`config.mk`:
```
export PLATFORM = sky130hd
export DESIGN_NAME = psram_port_arbiter
export DESIGN_NICKNAME = d
export VERILOG_FILES = /design/src/rtl/psram_pkg.sv /design/src/rtl/psram_arb_priority.sv /design/src/rtl/psram_port_arbiter.sv
export SDC_FILE = /design/constraint.sdc
export NUM_CORES = 1
export LEC_CHECK = 0
export ABC_CLOCK_PERIOD_IN_PS = 2400
export BUFFER_PORTS_ARGS = -buffer_cell sky130_fd_sc_hd__buf_2
export CORE_MARGIN = 2
export CORE_UTILIZATION = 50
export CTS_BUF_LIST = sky130_fd_sc_hd__clkbuf_4
export CTS_CLUSTER_DIAMETER = 30
export DETAILED_ROUTE_END_ITERATION = 8
export PLACE_DENSITY = 0.83
export REMOVE_ABC_BUFFERS = 1
export SETUP_SLACK_MARGIN = 0.3
export SLEW_MARGIN = 20
export SYNTH_ARGS = -nofsm -noshare
export SYNTH_HDL_FRONTEND = slang
export SYNTH_SLANG_ARGS = --single-unit
export TNS_END_PERCENT = 5
```
`constraint.sdc`:
```
create_clock -name i_clk -period 2.4 [get_ports i_clk]
set_clock_uncertainty 0.2 [all_clocks]
set_input_delay 0.48 -clock i_clk [delete_from_list [all_inputs] [get_ports i_clk]]
set_output_delay 0.48 -clock i_clk [all_outputs]
set_load 0.02 [all_outputs]
```
`src/rtl/psram_pkg.sv`:
```
// Shared types and defaults for the two-port PSRAM front end.
package psram_pkg;

   localparam int ADDR_W_DEF = 24;
   localparam int DATA_W_DEF = 16;
   localparam int TMO_W      = 10;

   typedef enum logic [2:0] {
      ST_IDLE        = 3'd0,
      ST_ISSUE       = 3'd1,
      ST_WAIT_ACCEPT = 3'd2,
      ST_WAIT_DONE   = 3'd3,
      ST_RESPOND     = 3'd4
   } arb_state_e;

   typedef enum logic {
      PORT_VID = 1'b0,
      PORT_CPU = 1'b1
   } arb_port_e;

endpackage

```
`src/rtl/psram_arb_priority.sv`:
```
// Video-first grant selection with a starvation counter that eventually forces
// a waiting CPU request through.
module psram_arb_priority
   import psram_pkg::*;
#(
   parameter int STARVE_LIMIT = 4
) (
   input  logic i_clk,
   input  logic i_rst_n,
   input  logic i_vid_req,
   input  logic i_cpu_req,
   input  logic i_en,
   output logic o_grant_vid,
   output logic o_grant_cpu
);

   localparam int CNT_W = (STARVE_LIMIT < 1) ? 1 : $clog2(STARVE_LIMIT + 1);
   localparam logic [CNT_W-1:0] CNT_MAX = CNT_W'(STARVE_LIMIT);

   logic [CNT_W-1:0] starve_cnt_q;
   logic [CNT_W-1:0] starve_cnt_d;
   logic             starve_full;

   function automatic logic [CNT_W-1:0] sat_inc(input logic [CNT_W-1:0] v);
      if (v >= CNT_MAX) begin
         return CNT_MAX;
      end
      return v + 1'b1;
   endfunction

   assign starve_full = (starve_cnt_q == CNT_MAX);

   always_comb begin
      o_grant_cpu = i_en && i_cpu_req && (!i_vid_req || starve_full);
      o_grant_vid = i_en && i_vid_req && !(i_cpu_req && starve_full);
   end

   // The count only measures how long the CPU has been kept waiting, so it
   // restarts whenever the CPU is not asking or has just been served.
   always_comb begin
      starve_cnt_d = starve_cnt_q;
      if (!i_cpu_req || o_grant_cpu) begin
         starve_cnt_d = '0;
      end else if (o_grant_vid) begin
         starve_cnt_d = sat_inc(starve_cnt_q);
      end
   end

   always_ff @(posedge i_clk or negedge i_rst_n) begin
      if (!i_rst_n) begin
         starve_cnt_q <= '0;
      end else begin
         starve_cnt_q <= starve_cnt_d;
      end
   end

endmodule

```
`src/rtl/psram_port_arbiter.sv`:
```
// Video/CPU front end for the PSRAM controller: grants one port, runs the
// stb/busy/done handshake, and completes each request with a one-cycle ack.
module psram_port_arbiter
   import psram_pkg::*;
#(
   parameter int ADDR_W       = ADDR_W_DEF,
   parameter int DATA_W       = DATA_W_DEF,
   parameter int STARVE_LIMIT = 4,
   parameter int TIMEOUT      = 1023
) (
   input  logic              i_clk,
   input  logic              i_rst_n,
   input  logic              i_vid_req,
   input  logic [ADDR_W-1:0] i_vid_addr,
   output logic              o_vid_ack,
   output logic [DATA_W-1:0] o_vid_rdata,
   input  logic              i_cpu_req,
   input  logic              i_cpu_we,
   input  logic [ADDR_W-1:0] i_cpu_addr,
   input  logic [DATA_W-1:0] i_cpu_wdata,
   output logic              o_cpu_ack,
   output logic [DATA_W-1:0] o_cpu_rdata,
   output logic              o_err,
   output logic              o_stb,
   output logic              o_we,
   output logic [ADDR_W-1:0] o_addr,
   output logic [DATA_W-1:0] o_din,
   input  logic              i_busy,
   input  logic              i_done,
   input  logic [DATA_W-1:0] i_dout
);

   localparam logic [TMO_W-1:0] TMO_LAST = TMO_W'(TIMEOUT - 1);

   arb_state_e        state_q, state_d;
   arb_port_e         port_q, port_d;
   logic              we_q, we_d;
   logic [ADDR_W-1:0] addr_q, addr_d;
   logic [DATA_W-1:0] din_q, din_d;
   logic [TMO_W-1:0]  tmo_q, tmo_d;
   logic              err_q, err_d;
   logic              vid_ack_q, vid_ack_d;
   logic              cpu_ack_q, cpu_ack_d;
   logic [DATA_W-1:0] vid_rdata_q, vid_rdata_d;
   logic [DATA_W-1:0] cpu_rdata_q, cpu_rdata_d;

   logic arb_en;
   logic grant_vid;
   logic grant_cpu;
   logic finished;
   logic tmo_hit;
   logic tmo_exit;
   logic rd_cap;

   assign arb_en   = (state_q == ST_IDLE) && !i_busy;
   assign finished = !i_busy && i_done;
   assign tmo_hit  = (tmo_q == TMO_LAST);

   psram_arb_priority #(
      .STARVE_LIMIT (STARVE_LIMIT)
   ) u_priority (
      .i_clk       (i_clk),
      .i_rst_n     (i_rst_n),
      .i_vid_req   (i_vid_req),
      .i_cpu_req   (i_cpu_req),
      .i_en        (arb_en),
      .o_grant_vid (grant_vid),
      .o_grant_cpu (grant_cpu)
   );

   always_ff @(posedge i_clk or negedge i_rst_n) begin
      if (!i_rst_n) begin
         state_q <= ST_IDLE;
      end else begin
         state_q <= state_d;
      end
   end

   // A real accept or completion takes precedence over a timeout in the same cycle.
   always_comb begin
      state_d = state_q;
      unique case (state_q)
         ST_IDLE:        if (grant_vid || grant_cpu) state_d = ST_ISSUE;
         ST_ISSUE:       state_d = ST_WAIT_ACCEPT;
         ST_WAIT_ACCEPT: if (i_busy) state_d = ST_WAIT_DONE;
                         else if (tmo_hit) state_d = ST_RESPOND;
         ST_WAIT_DONE:   if (finished || tmo_hit) state_d = ST_RESPOND;
         ST_RESPOND:     state_d = ST_IDLE;
         default:        state_d = ST_IDLE;
      endcase
   end

   always_comb begin
      o_stb    = (state_q == ST_ISSUE) || (state_q == ST_WAIT_ACCEPT);
      tmo_exit = ((state_q == ST_WAIT_ACCEPT) && !i_busy && tmo_hit) ||
                 ((state_q == ST_WAIT_DONE) && !finished && tmo_hit);
      rd_cap   = (state_q == ST_WAIT_DONE) && finished && !we_q;

      port_d = port_q;
      we_d   = we_q;
      addr_d = addr_q;
      din_d  = din_q;
      if (grant_cpu) begin
         port_d = PORT_CPU;
         we_d   = i_cpu_we;
         addr_d = i_cpu_addr;
         din_d  = i_cpu_wdata;
      end else if (grant_vid) begin
         port_d = PORT_VID;
         we_d   = 1'b0;
         addr_d = i_vid_addr;
         din_d  = '0;
      end

      // Counter restarts on every state change so each wait gets a full budget.
      tmo_d = tmo_q;
      if (state_d != state_q) begin
         tmo_d = '0;
      end else if ((state_q == ST_WAIT_ACCEPT) || (state_q == ST_WAIT_DONE)) begin
         tmo_d = tmo_q + 1'b1;
      end

      err_d     = tmo_exit;
      vid_ack_d = (state_d == ST_RESPOND) && (port_q == PORT_VID);
      cpu_ack_d = (state_d == ST_RESPOND) && (port_q == PORT_CPU);

      vid_rdata_d = (rd_cap && (port_q == PORT_VID)) ? i_dout : vid_rdata_q;
      cpu_rdata_d = (rd_cap && (port_q == PORT_CPU)) ? i_dout : cpu_rdata_q;
   end

   always_ff @(posedge i_clk or negedge i_rst_n) begin
      if (!i_rst_n) begin
         port_q      <= PORT_VID;
         we_q        <= 1'b0;
         addr_q      <= '0;
         din_q       <= '0;
         tmo_q       <= '0;
         err_q       <= 1'b0;
         vid_ack_q   <= 1'b0;
         cpu_ack_q   <= 1'b0;
         vid_rdata_q <= '0;
         cpu_rdata_q <= '0;
      end else begin
         port_q      <= port_d;
         we_q        <= we_d;
         addr_q      <= addr_d;
         din_q       <= din_d;
         tmo_q       <= tmo_d;
         err_q       <= err_d;
         vid_ack_q   <= vid_ack_d;
         cpu_ack_q   <= cpu_ack_d;
         vid_rdata_q <= vid_rdata_d;
         cpu_rdata_q <= cpu_rdata_d;
      end
   end

   assign o_we        = we_q;
   assign o_addr      = addr_q;
   assign o_din       = din_q;
   assign o_err       = err_q;
   assign o_vid_ack   = vid_ack_q;
   assign o_cpu_ack   = cpu_ack_q;
   assign o_vid_rdata = vid_rdata_q;
   assign o_cpu_rdata = cpu_rdata_q;

endmodule

```
==> results by group, run 1 <==
Timing
  • Fin crit share: 0.850
  • Setup Viol. Count Final: 0
  • RSZ-0062 raised after global routing: true
  • Max frequency: 0.490 GHz
  • Worst Tran Pin Value: 0.564 ns
  • Worst slew margin: 0.622
  • Fin. max-slew vios: 0
  • Minimum clock period: approximately 2 ns
  • Final Hold Fails: 0

Layout
  • Most frequent cells in the layout: buf_2 (161), dfrtp_1 (90), nand2_1 (34)
  • Cell area after layout: 5110 µm²
  • Multi-input gate area: 1550 µm²
  • Final cell count without fillers: 598
  • Post-layout util: 0.661
  • Layout cells sized above 1: 0.468
  • Synthesis-to-layout area growth: 28.7%
  • Commonest non-fill, non-tap cell in the layout: buf_2
  • Count of nets after finishing: 582
  • Diode count: 0
  • Filler cells: 637
  • Sequential cell area: 2330 µm²

Logic synthesis
  • Adder and majority cell fraction of the synthesized area: 0.0126
  • Synth Warn #: 0
  • Primary flip-flop cell chosen by synthesis mapping: dfrtp_1
  • XOR/XNOR Fraction of Synth Area: 0.0221
  • Simple-gate share of the synthesized area: 0.100
  • Cell variety after synth: 36
  • FFs w/ async S/R, synth: 1.00
  • Ranking of synthesized cells by area: dfrtp_1 (59%), mux2_2 (6.2%), mux2i_1 (6.1%)
  • Post-Syn Area: 3970 µm²
  • Synth top area share: 0.586
  • Syn avg cell area: roughly 12 µm²
  • EDFF count, synth: 0
  • Biggest area consumer among synthesized cells: dfrtp_1
  • Synth Area in Compound Gates: 0.0914
  • Sequential area share after synthesis: 0.586
  • #FFs+latches synth: between 90 and 100
  • Post-Synthesis Cells: 321
  • Main combinational cell family by area after synthesis: multiplexers
  • Mux cell area share after synthesis: 0.161

Floorplanning
  • Core area: between 7000 and 8000 µm²
  • Die Y: 93.1 µm
  • Row cnt: 32
  • Total Die Area: around 8700 µm²
  • Die width: 93.1 µm
  • I/O Pins: ~160
  • Initial Util: 0.514

Clocking
  • CTS Buf Count: 9
  • Clock root cell: clkbuf_4
  • CTS tree: built
  • Worst-Skew Late Latency: 0.42 ns
  • Clk buf depth: 2
  • Worst-path clk slew: approximately 0.16 ns
  • Htree depth: 3
  • CTS Sinks: 93

Global routing
  • Global Route Usage Sum: 0.214
  • Gr ovfl total: 0
  • First-pass GRT wire length: between 10 and 15 mm
  • Largest net degree at the start of global routing: 49
  • Initial antenna violation count: 0
  • Vias in the first global route: slightly above 3000

Place
  • Port Buffers: around 160
  • Post-DP Area: 4940 µm²
  • Final RePlAce weighted congestion: between 0.8 and 0.9
  • Placed wire-length estimate: 6.78 mm
  • Placed Cells: ~580

Critical path
  • CP Cell Sequence: and2b_1, nand4_1, or3b_1, buf_6, mux2_4
  • Critical Path Fanout Max: 16
  • Register-to-Register Path Depth: 5
  • Slowest cell on the critical path: dfrtp_2
  • Worst Path Required: 2.51 ns
  • Startpoint Class: flop
  • Worst path arrival time: 2.15 ns
  • Slowest stage delay, CP: around 0.47 ns
  • CP Capture Type: flop
  • Kind of critical path: reg2reg

Detailed routing
  • DRC: 0
  • 1st-iter DRT viols: 107
  • Antenna Nets Post-Route: 0
  • Via count: 3098
  • Router iterations before antenna repair: 4
  • Vias per std cell: 5.18
  • Wirelength, routed: between 8 and 9 mm
  • DR WL/cell: between 10 and 15 µm

Hold path
  • Hold path cells: 2
  • Hold WC Path Type: in2reg

Power and ir drop
  • Peak VDD IR: 579 µV
  • PwrDens: 1120 nW/µm²
  • Leakage: around 2.8 nW

Run
  • Max capacitance violation total: 0

Outcome
  • Status: finished clean
[final timing paths]
kind	start	end	slack (ns)
max	state_q[2]	o_cpu_rdata[13]	0.36
max reg2reg	state_q[2]	o_cpu_rdata[13]	0.36
min reg2reg	o_addr[10]	o_addr[10]	0.30
max in group asynchronous	i_rst_n	state_q[0]	0.94
min in group asynchronous	i_rst_n	o_vid_rdata[6]	0.36
min	i_cpu_wdata[3]	o_din[3]	0.06
[layout make-up]
| class | count | area share |
|---|---|---|
| Clock inverter | 7 | 0.0113 |
| Clock buffer | 9 | 0.0132 |
| Timing Repair Buffer | 178 | 0.188 |
| Inverter | 5 | 0.00367 |
| Tap cell | 102 | 0.0250 |
| Sequential cell | 93 | 0.456 |
| Multi-Input combinational cell | 204 | 0.303 |
[registers in the layout, indices dropped and copies added (netlist names)]
| name | cells |
|---|---|
| o_addr | 24 |
| o_cpu_ack | 1 |
| o_cpu_rdata | 16 |
| o_din | 16 |
| o_err | 1 |
| o_vid_ack | 1 |
| o_vid_rdata | 16 |
| o_we | 1 |
| port_q | 1 |
| state_q | 3 |
| tmo_q | 10 |
| u_priority.starve_cnt_q | 3 |
[metal layers]
metal / up-vias / global-route usage / routed length (µm)
met5: - / 0 / 0
met4: 0 / 0.0772 / 159
met3: 14 / 0.0427 / 562
met2: 130 / 0.369 / 4300
met1: 1477 / 0.269 / 3950
li1: 1477 / - / -
[worst max-delay path: cells and delay by family, from the launching register on]
family,cells,cell delay (ns)
simple gates,3,0.77
flops,1,0.47
mux,1,0.31
buf+inv,1,0.19
[synth_stat cells, types with 2 or more instances]
cell type / n
ha_1: 4
dfrtp_1: 93
nor4_1: 2
a21oi_1: 3
o21ai_0: 29
inv_1: 5
nand2_1: 34
mux2i_1: 24
buf_2: 7
xor2_1: 5
nand3_1: 3
nor3_1: 11
and3_1: 4
xnor2_1: 5
mux2_4: 10
mux2_2: 22
clkbuf_1: 11
nor2b_1: 2
a22o_1: 17
nand4_1: 6
nor2_1: 9
[power by group]
group / leakage, nW / switching [mW] / total (mW) / internal (mW)
logic: 1.57 / 1.42 / 2.42 / 1.00
clock network: 0.0648 / 0.553 / 0.781 / 0.228
registers: 1.19 / 0.365 / 2.52 / 2.15
total: 2.82 / 2.33 / 5.71 / 3.38
[through the flow]
| stage | hold WS (ns) | power [mW] | setup WS [ns] | setup TNS [ns] |
|---|---|---|---|---|
| after floorplan | -0.0156 | 4.00 | -1.98 | -81.34 |
| after global placement | 0.259 | 4.84 | 0.301 | 0 |
| after detailed placement | 0.268 | 4.95 | 0.269 | 0 |
| after CTS | 0.0282 | 5.77 | 0.300 | 0 |
| after global routing | 0.0270 | 6.09 | 0.281 | 0 |
| final | 0.0571 | 5.71 | 0.361 | 0 |
[cells by family after synthesis]
kind of cell,Yosys count
flip-flops,93
AND/OR/NAND/NOR,79
multiplexers,56
AO/OA/AOI/OAI,55
buffers and inverters,24
XOR/XNOR,10
adder cells (fa/ha/maj),4
[repair_timing]
| action | CTS | global route |
|---|---|---|
| buffers inserted | 2 | 0 |
| pin swaps | 1 | 1 |
| hold buffers | 1 | 0 |
| hold endpoints to repair | 40 | 0 |
| gates resized for setup | 3 | 4 |
| setup endpoints to repair | 2 | 20 |
Note: power is estimated with default switching activity, not from simulation.
==> run 2, diff against run 1 <==
- ABC_CLOCK_PERIOD_IN_PS: 2400 -> 2000
- clock period: 2.4 -> 2 ns (I/O delays scaled with it)
==> run 2 against run 1 <==
The run now ends with negative setup slack left. Register-to-register slack lost 0.37 ns. Power increased by 32%. Clock-buffer cell count did not move.
==> results by group, run 2 (synthesized netlist as in run 1, its figures left out) <==
Clocking
  • Worst-Skew Late Latency: 0.44 ns
  • CTS tree: built
  • Clk buf depth: 2
  • Htree depth: 3
  • Clock root cell: clkbuf_4
  • CTS Buf Count: 9
  • CTS Sinks: 93
  • Worst-path clk slew: about 0.16 ns

Floorplanning
  • Total Die Area: around 8700 µm²
  • Row cnt: 32
  • Core area: between 7000 and 8000 µm²
  • Initial Util: 0.514
  • Die Y: 93.1 µm
  • I/O Pins: ~160
  • Die width: 93.1 µm

Critical path
  • CP Capture Point: o_stb
  • CP Capture Type: primary output
  • Worst Path Required: 1.40 ns
  • R2R Setup Slk: -0.01 ns
  • Worst r2r src: state_q[2]
  • Critical path's top delay family: flip-flops
  • Slowest stage delay, CP: approximately 0.42 ns
  • Kind of critical path: reg2out
  • Worst path arrival time: 1.43 ns
  • Critical Path Stages: 5
  • Reg-to-Reg End: o_vid_rdata[2]
  • Critical Path Fanout Max: 2
  • Startpoint Class: flop
  • Slowest cell on the critical path: dfrtp_1
  • CP Cell Sequence: buf_6, buf_8, xnor2_1, nor2_1, buf_4
  • Register-to-Register Path Depth: 6
  • CP bufs+invs: 3
  • Origin of the worst setup path: state_q[1]

Power and ir drop
  • Logic gate share of total power: 0.465
  • Sw Share: 0.401
  • PwrDens: 1280 nW/µm²
  • NetSw: slightly above 3 mW
  • Clock power share: 0.128
  • Reg power frac: 0.407
  • Peak VDD IR: around 790 µV
  • Leakage: 3.10 nW
  • Pint: 4.51 mW

Detailed routing
  • Wirelength, routed: 10.1 mm
  • DRC: 0
  • Vias per std cell: 5.19
  • 1st-iter DRT viols: 103
  • Router iterations before antenna repair: 4
  • Via count: roughly 3300
  • Antenna Nets Post-Route: 0
  • DR WL/cell: 15.7 µm

Layout
  • Sequential cell area: ~2300 µm²
  • Post-layout util: 0.760
  • Layout cells sized above 1: 0.507
  • Commonest non-fill, non-tap cell in the layout: buf_2
  • Cell area after layout: 5870 µm²
  • Count of nets after finishing: 626
  • Multi-input gate area: 1760 µm²
  • Most frequent cells in the layout: buf_2 (154), dfrtp_1 (92), dlygate4sd3_1 (35)
  • Largest register FFs: 24
  • Final cell count without fillers: approximately 640
  • Synthesis-to-layout area growth: 47.9%
  • Filler cells: 491
  • Diode count: 0

Timing
  • Setup Viol. Count Final: 2
  • TNS Setup: -0.0330 ns
  • Fin. max-slew vios: 0
  • RSZ-0062 raised after global routing: true
  • Post-route setup slack: -0.0272 ns
  • Fin crit share: 1.01
  • Worst Tran Pin Value: 0.353 ns
  • Worst slew margin: 0.765
  • Minimum clock period: 2.03 ns
  • Final Hold Fails: 0
  • Max frequency: 0.493 GHz

Global routing
  • Gr ovfl total: 0
  • Global Route Usage Sum: 0.232
  • Vias in the first global route: 3239
  • Initial antenna violation count: 0
  • Largest net degree at the start of global routing: 65
  • First-pass GRT wire length: 15.7 mm

Hold path
  • Hold WC Path Type: in2reg
  • Hold path cells: 3

Place
  • Port Buffers: 163
  • Final RePlAce weighted congestion: 0.856
  • Placed Cells: roughly 590
  • Setup WS pre-CTS: 0.0319 ns
  • Placed wire-length estimate: 6.60 mm
  • Post-DP Area: just over 5000 µm²

Run
  • Max capacitance violation total: 0

Outcome
  • Status: complete, but fails checks
  • Failing checks: negative setup slack
-- run 2: worst min-delay path by stage --
stage / from / endpoint / slack, ns
after floorplan: i_rst_n / o_addr[0] / -0.1
after global placement: i_rst_n / o_vid_rdata[13] / 0.13
after detailed placement: i_rst_n / o_vid_rdata[2] / 0.13
after CTS: i_vid_addr[11] / o_addr[11] / 0.001
after global routing: i_cpu_addr[6] / o_addr[6] / 0.002
final: i_cpu_addr[5] / o_addr[5] / 0.02
-- run 2: timing repair --
item / in CTS / in global routing
endpoints found under the setup margin: 87 / 98
cloned: 0 / 1
hold buffers: 34 / 1
pin swaps: 54 / 38
buffers inserted: 3 / 1
gates resized for setup: 79 / 27
endpoints found under the hold margin: 70 / 1
-- run 2: tightest hold or removal path: cells and delay by family --
kind | cells | cell delay (ns)
mux | 1 | 0.05
compound gates | 1 | 0.11
buf+inv | 1 | 0.07
-- run 2: layout make-up --
cell class                      count  area share
Clock buffer                        9      0.0115
Clock inverter                      7      0.0109
Inverter                            5     0.00320
Multi-Input combinational cell    204       0.300
Sequential cell                    93       0.397
Tap cell                          102      0.0217
Timing Repair Buffer              222       0.256
-- run 2: power groups by stage --
stage	clock (mW)	combinational [mW]	sequential [mW]
6_report	0.967	3.50	3.06
5_1_grt	1.09	3.74	3.16
4_1_cts	1.01	3.39	3.03
3_5_place_dp	0	3.00	3.01
3_3_place_gp	0	2.90	2.98
2_1_floorplan	0	0.966	3.83
-- run 2: metrics by stage --
stage,hold slack (ns),power (mW)
finish,0.0208,7.53
global route,0.00161,7.98
CTS,0.00123,7.42
detailed placement,0.134,6.01
global placement,0.130,5.88
floorplan,-0.0956,4.79
-- run 2: metal layers --
| layer | track usage | part of all wire | up-vias |
|---|---|---|---|
| li1 | - | - | 1575 |
| met1 | 0.299 | 0.42 | 1590 |
| met2 | 0.391 | 0.49 | 154 |
| met3 | 0.0540 | 0.072 | 15 |
| met4 | 0.0686 | 0.017 | 0 |
| met5 | 0 | 0 | - |
==> run 3, diff against run 2 <==
- ABC_AREA: unset -> 1
- ABC_CLOCK_PERIOD_IN_PS: 2000 -> unset
==> run 3 against run 2 <==
The run ends with negative hold slack left. Flip-flop and latch count did not move. Register-to-register slack improved by 0.12 ns. Area after synthesis fell by 0.63%. First-iteration DRC count rose by 140%. Wire length rose by 14%. Clock-buffer cell count did not move. Power rose by 0.80%. Fmax rose by 2.4%. Synthesized cell count rose by 31%. Final area fell by 0.92%. Worst hold slack got worse by 0.032 ns.
==> results by group, run 3 <==
Layout
  • Layout cells sized above 1: 0.363
  • Most frequent cells in the layout: buf_2 (160), dfrtp_1 (91), nand2_1 (79)
  • Largest register FFs: 24
  • Diode count: 0
  • Final cell count without fillers: 750
  • Synthesis-to-layout area growth: 47.4%
  • Count of nets after finishing: ~730
  • Cell area after layout: 5820 µm²
  • Filler cells: about 530
  • Commonest non-fill, non-tap cell in the layout: buf_2

Logic synthesis
  • Synth Area in Compound Gates: 0.155
  • Commonest cells in the netlist: dfrtp_1 (93), nand2_1 (80), o21ai_0 (63)
  • Sequential area share after synthesis: 0.590
  • Cell variety after synth: 26
  • #FFs+latches synth: 93
  • Syn avg cell area: 9.35 µm²
  • Simple-gate share of the synthesized area: 0.161
  • Synth top area share: 0.590
  • Mux cell area share after synthesis: 0
  • Ranking of synthesized cells by area: dfrtp_1 (59%), o21ai_0 (8.0%), nand2_1 (7.6%)
  • Biggest area consumer among synthesized cells: dfrtp_1
  • Synth Warn #: 0
  • XOR/XNOR Fraction of Synth Area: 0.0178
  • Main combinational cell family by area after synthesis: simple AND/OR/NAND/NOR gates
  • FFs w/ async S/R, synth: 1.00
  • Post-Syn Area: 3950 µm²
  • Primary flip-flop cell chosen by synthesis mapping: dfrtp_1
  • Post-Synthesis Cells: between 400 and 500
  • Adder and majority cell fraction of the synthesized area: 0.0127
  • EDFF count, synth: 0
  • Most common cell in the synthesized netlist: dfrtp_1

Clocking
  • Worst-Skew Late Latency: between 0.4 and 0.5 ns
  • Clk buf depth: 2
  • CTS Sinks: 93
  • CTS tree: built
  • Worst-path clk slew: 0.16 ns
  • Clock root cell: clkbuf_4
  • Htree depth: 3
  • CTS Buf Count: 9

Critical path
  • Worst path arrival time: 1.38 ns
  • Reg-to-Reg End: tmo_q[4]
  • Register-to-Register Path Depth: 9
  • CP Capture Type: primary output
  • Kind of critical path: reg2out
  • Worst Path Required: 1.40 ns
  • Worst r2r src: state_q[1]
  • R2R Setup Slk: 0.11 ns
  • Critical Path Fanout Max: 3
  • Startpoint Class: flop

Power and ir drop
  • NetSw: approximately 3.3 mW
  • Logic gate share of total power: 0.453
  • Clock power share: 0.148
  • Leakage: 3.05 nW
  • Reg power frac: 0.399
  • PwrDens: 1310 nW/µm²
  • Sw Share: 0.431
  • Peak VDD IR: ~840 µV
  • Pint: 4.32 mW

Place
  • Post-DP Area: 4880 µm²
  • Final RePlAce weighted congestion: around 0.75
  • Placed wire-length estimate: around 7 mm
  • Setup WS pre-CTS: 0.0755 ns
  • Placed Cells: ~680
  • Port Buffers: roughly 160

Global routing
  • Largest net degree at the start of global routing: 94
  • Vias in the first global route: 3640
  • Initial antenna violation count: 0
  • Gr ovfl total: 0
  • First-pass GRT wire length: roughly 17 mm
  • Global Route Usage Sum: 0.256

Detailed routing
  • Vias per std cell: 5.11
  • 1st-iter DRT viols: between 200 and 250
  • Router iterations before antenna repair: 5
  • Antenna Nets Post-Route: 0
  • Wirelength, routed: 11.4 mm
  • Via count: ~3800
  • DR WL/cell: 15.3 µm
  • DRC: 0

Timing
  • Min Hold Slack: -0.0116 ns
  • Worst slew margin: 0.681
  • Fin crit share: 0.990
  • Minimum clock period: about 2 ns
  • TNS Setup: 0 ns
  • Final Hold Fails: 2
  • Max frequency: roughly 0.51 GHz
  • Setup Viol. Count Final: 0
  • Worst Tran Pin Value: roughly 0.48 ns
  • RSZ-0062 raised after global routing: true
  • Post-route setup slack: 0.0200 ns
  • Fin. max-slew vios: 0

Floorplanning
  • Die Y: 92.8 µm
  • Row cnt: 32
  • Die width: a little over 90 µm
  • Total Die Area: 8620 µm²
  • Core area: 7690 µm²
  • I/O Pins: 164
  • Initial Util: 0.513

Hold path
  • Hold path cells: 3
  • Hold Crit Start: i_vid_addr[22]
  • Hold Path End: o_addr[22]
  • Hold WC Path Type: in2reg

Outcome
  • Status: complete, but fails checks
  • Failing checks: negative hold slack

Run
  • Max capacitance violation total: 0
==> run 3: cell types whose count changed after synthesis, moves of 9 or more <==
| cell | before | now |
|---|---|---|
| mux2i_1 | 24 | 0 |
| nor3_1 | 11 | 2 |
| o21ai_0 | 29 | 63 |
| o21ai_1 | 0 | 22 |
| nand2_1 | 34 | 80 |
| nor2_1 | 9 | 51 |
| mux2_2 | 22 | 0 |
| mux2_4 | 10 | 0 |
| inv_1 | 5 | 35 |
==> run 3: worst max-delay path by stage <==
stage / slack (ns) / end / cells past startpoint / startpoint
3_5_place_dp: 0.08 / o_din[0] / 6 / i_busy
5_1_grt: -0.03 / o_stb / 4 / state_q[2]
4_1_cts: 0.002 / o_stb / 5 / state_q[0]
2_1_floorplan: 0.12 / o_din[0] / 5 / state_q[1]
3_3_place_gp: 0.19 / o_din[14] / 6 / i_busy
6_report: 0.02 / o_stb / 4 / state_q[1]
==> run 3: through the flow <==
stage	total power, mW	utilization
2_1_floorplan	4.82	-
3_3_place_gp	5.86	0.635
3_5_place_dp	5.99	0.635
4_1_cts	7.30	0.718
5_1_grt	8.04	0.757
6_report	7.59	0.757
==> run 3: area by class of cell <==
| class | instances | area, µm² | area share |
|---|---|---|---|
| clock buffer | 9 | 67.6 | 0.0116 |
| clock inverter | 7 | 87.6 | 0.0151 |
| inverter | 38 | 165 | 0.0284 |
| multi-input combinational | 273 | 1460 | 0.250 |
| sequential | 93 | 2330 | 0.401 |
| tap | 102 | 128 | 0.0219 |
| timing repair buffer | 228 | 1580 | 0.272 |
==> run 3: critical path: stages, from the launching register on <==
cell     delay, ns
dfrtp_2       0.47
buf_4         0.16
nand3_2       0.10
nand2_2       0.07
buf_6         0.12
==> run 3: routing by layer <==
metal	routed length (µm)	up-vias	part of all wire	global-route usage
li1	-	1811	-	-
met1	4430	1798	0.39	0.310
met2	5840	195	0.51	0.440
met3	842	30	0.074	0.0496
met4	335	0	0.029	0.121
met5	0	-	0	0
==> run 3: logic make-up (layout without fill, tap and decap cells) <==
group / Yosys count / in the layout
AO/OA/AOI/OAI: 107 / 107
XOR/XNOR: 8 / 8
adder cells (fa/ha/maj): 4 / 4
buffers and inverters: 57 / 282
flip-flops: 93 / 93
AND/OR/NAND/NOR: 153 / 154
==> run 3: power by group through the flow <==
stage | clock, mW | sequential [mW] | combinational [mW]
2_1_floorplan | 0 | 3.85 | 0.966
3_3_place_gp | 0 | 3.02 | 2.84
3_5_place_dp | 0 | 3.04 | 2.95
4_1_cts | 1.14 | 3.00 | 3.16
5_1_grt | 1.21 | 3.11 | 3.71
6_report | 1.13 | 3.03 | 3.44
==> run 3: what timing repair did <==
| action | CTS | global route |
|---|---|---|
| gates cloned | 0 | 4 |
| hold buffers | 38 | 1 |
| setup buffers | 7 | 8 |
| endpoints found under the setup margin | 56 | 89 |
| pin swaps | 2 | 16 |
| resized for setup | 13 | 66 |
| endpoints found under the hold margin | 136 | 1 |
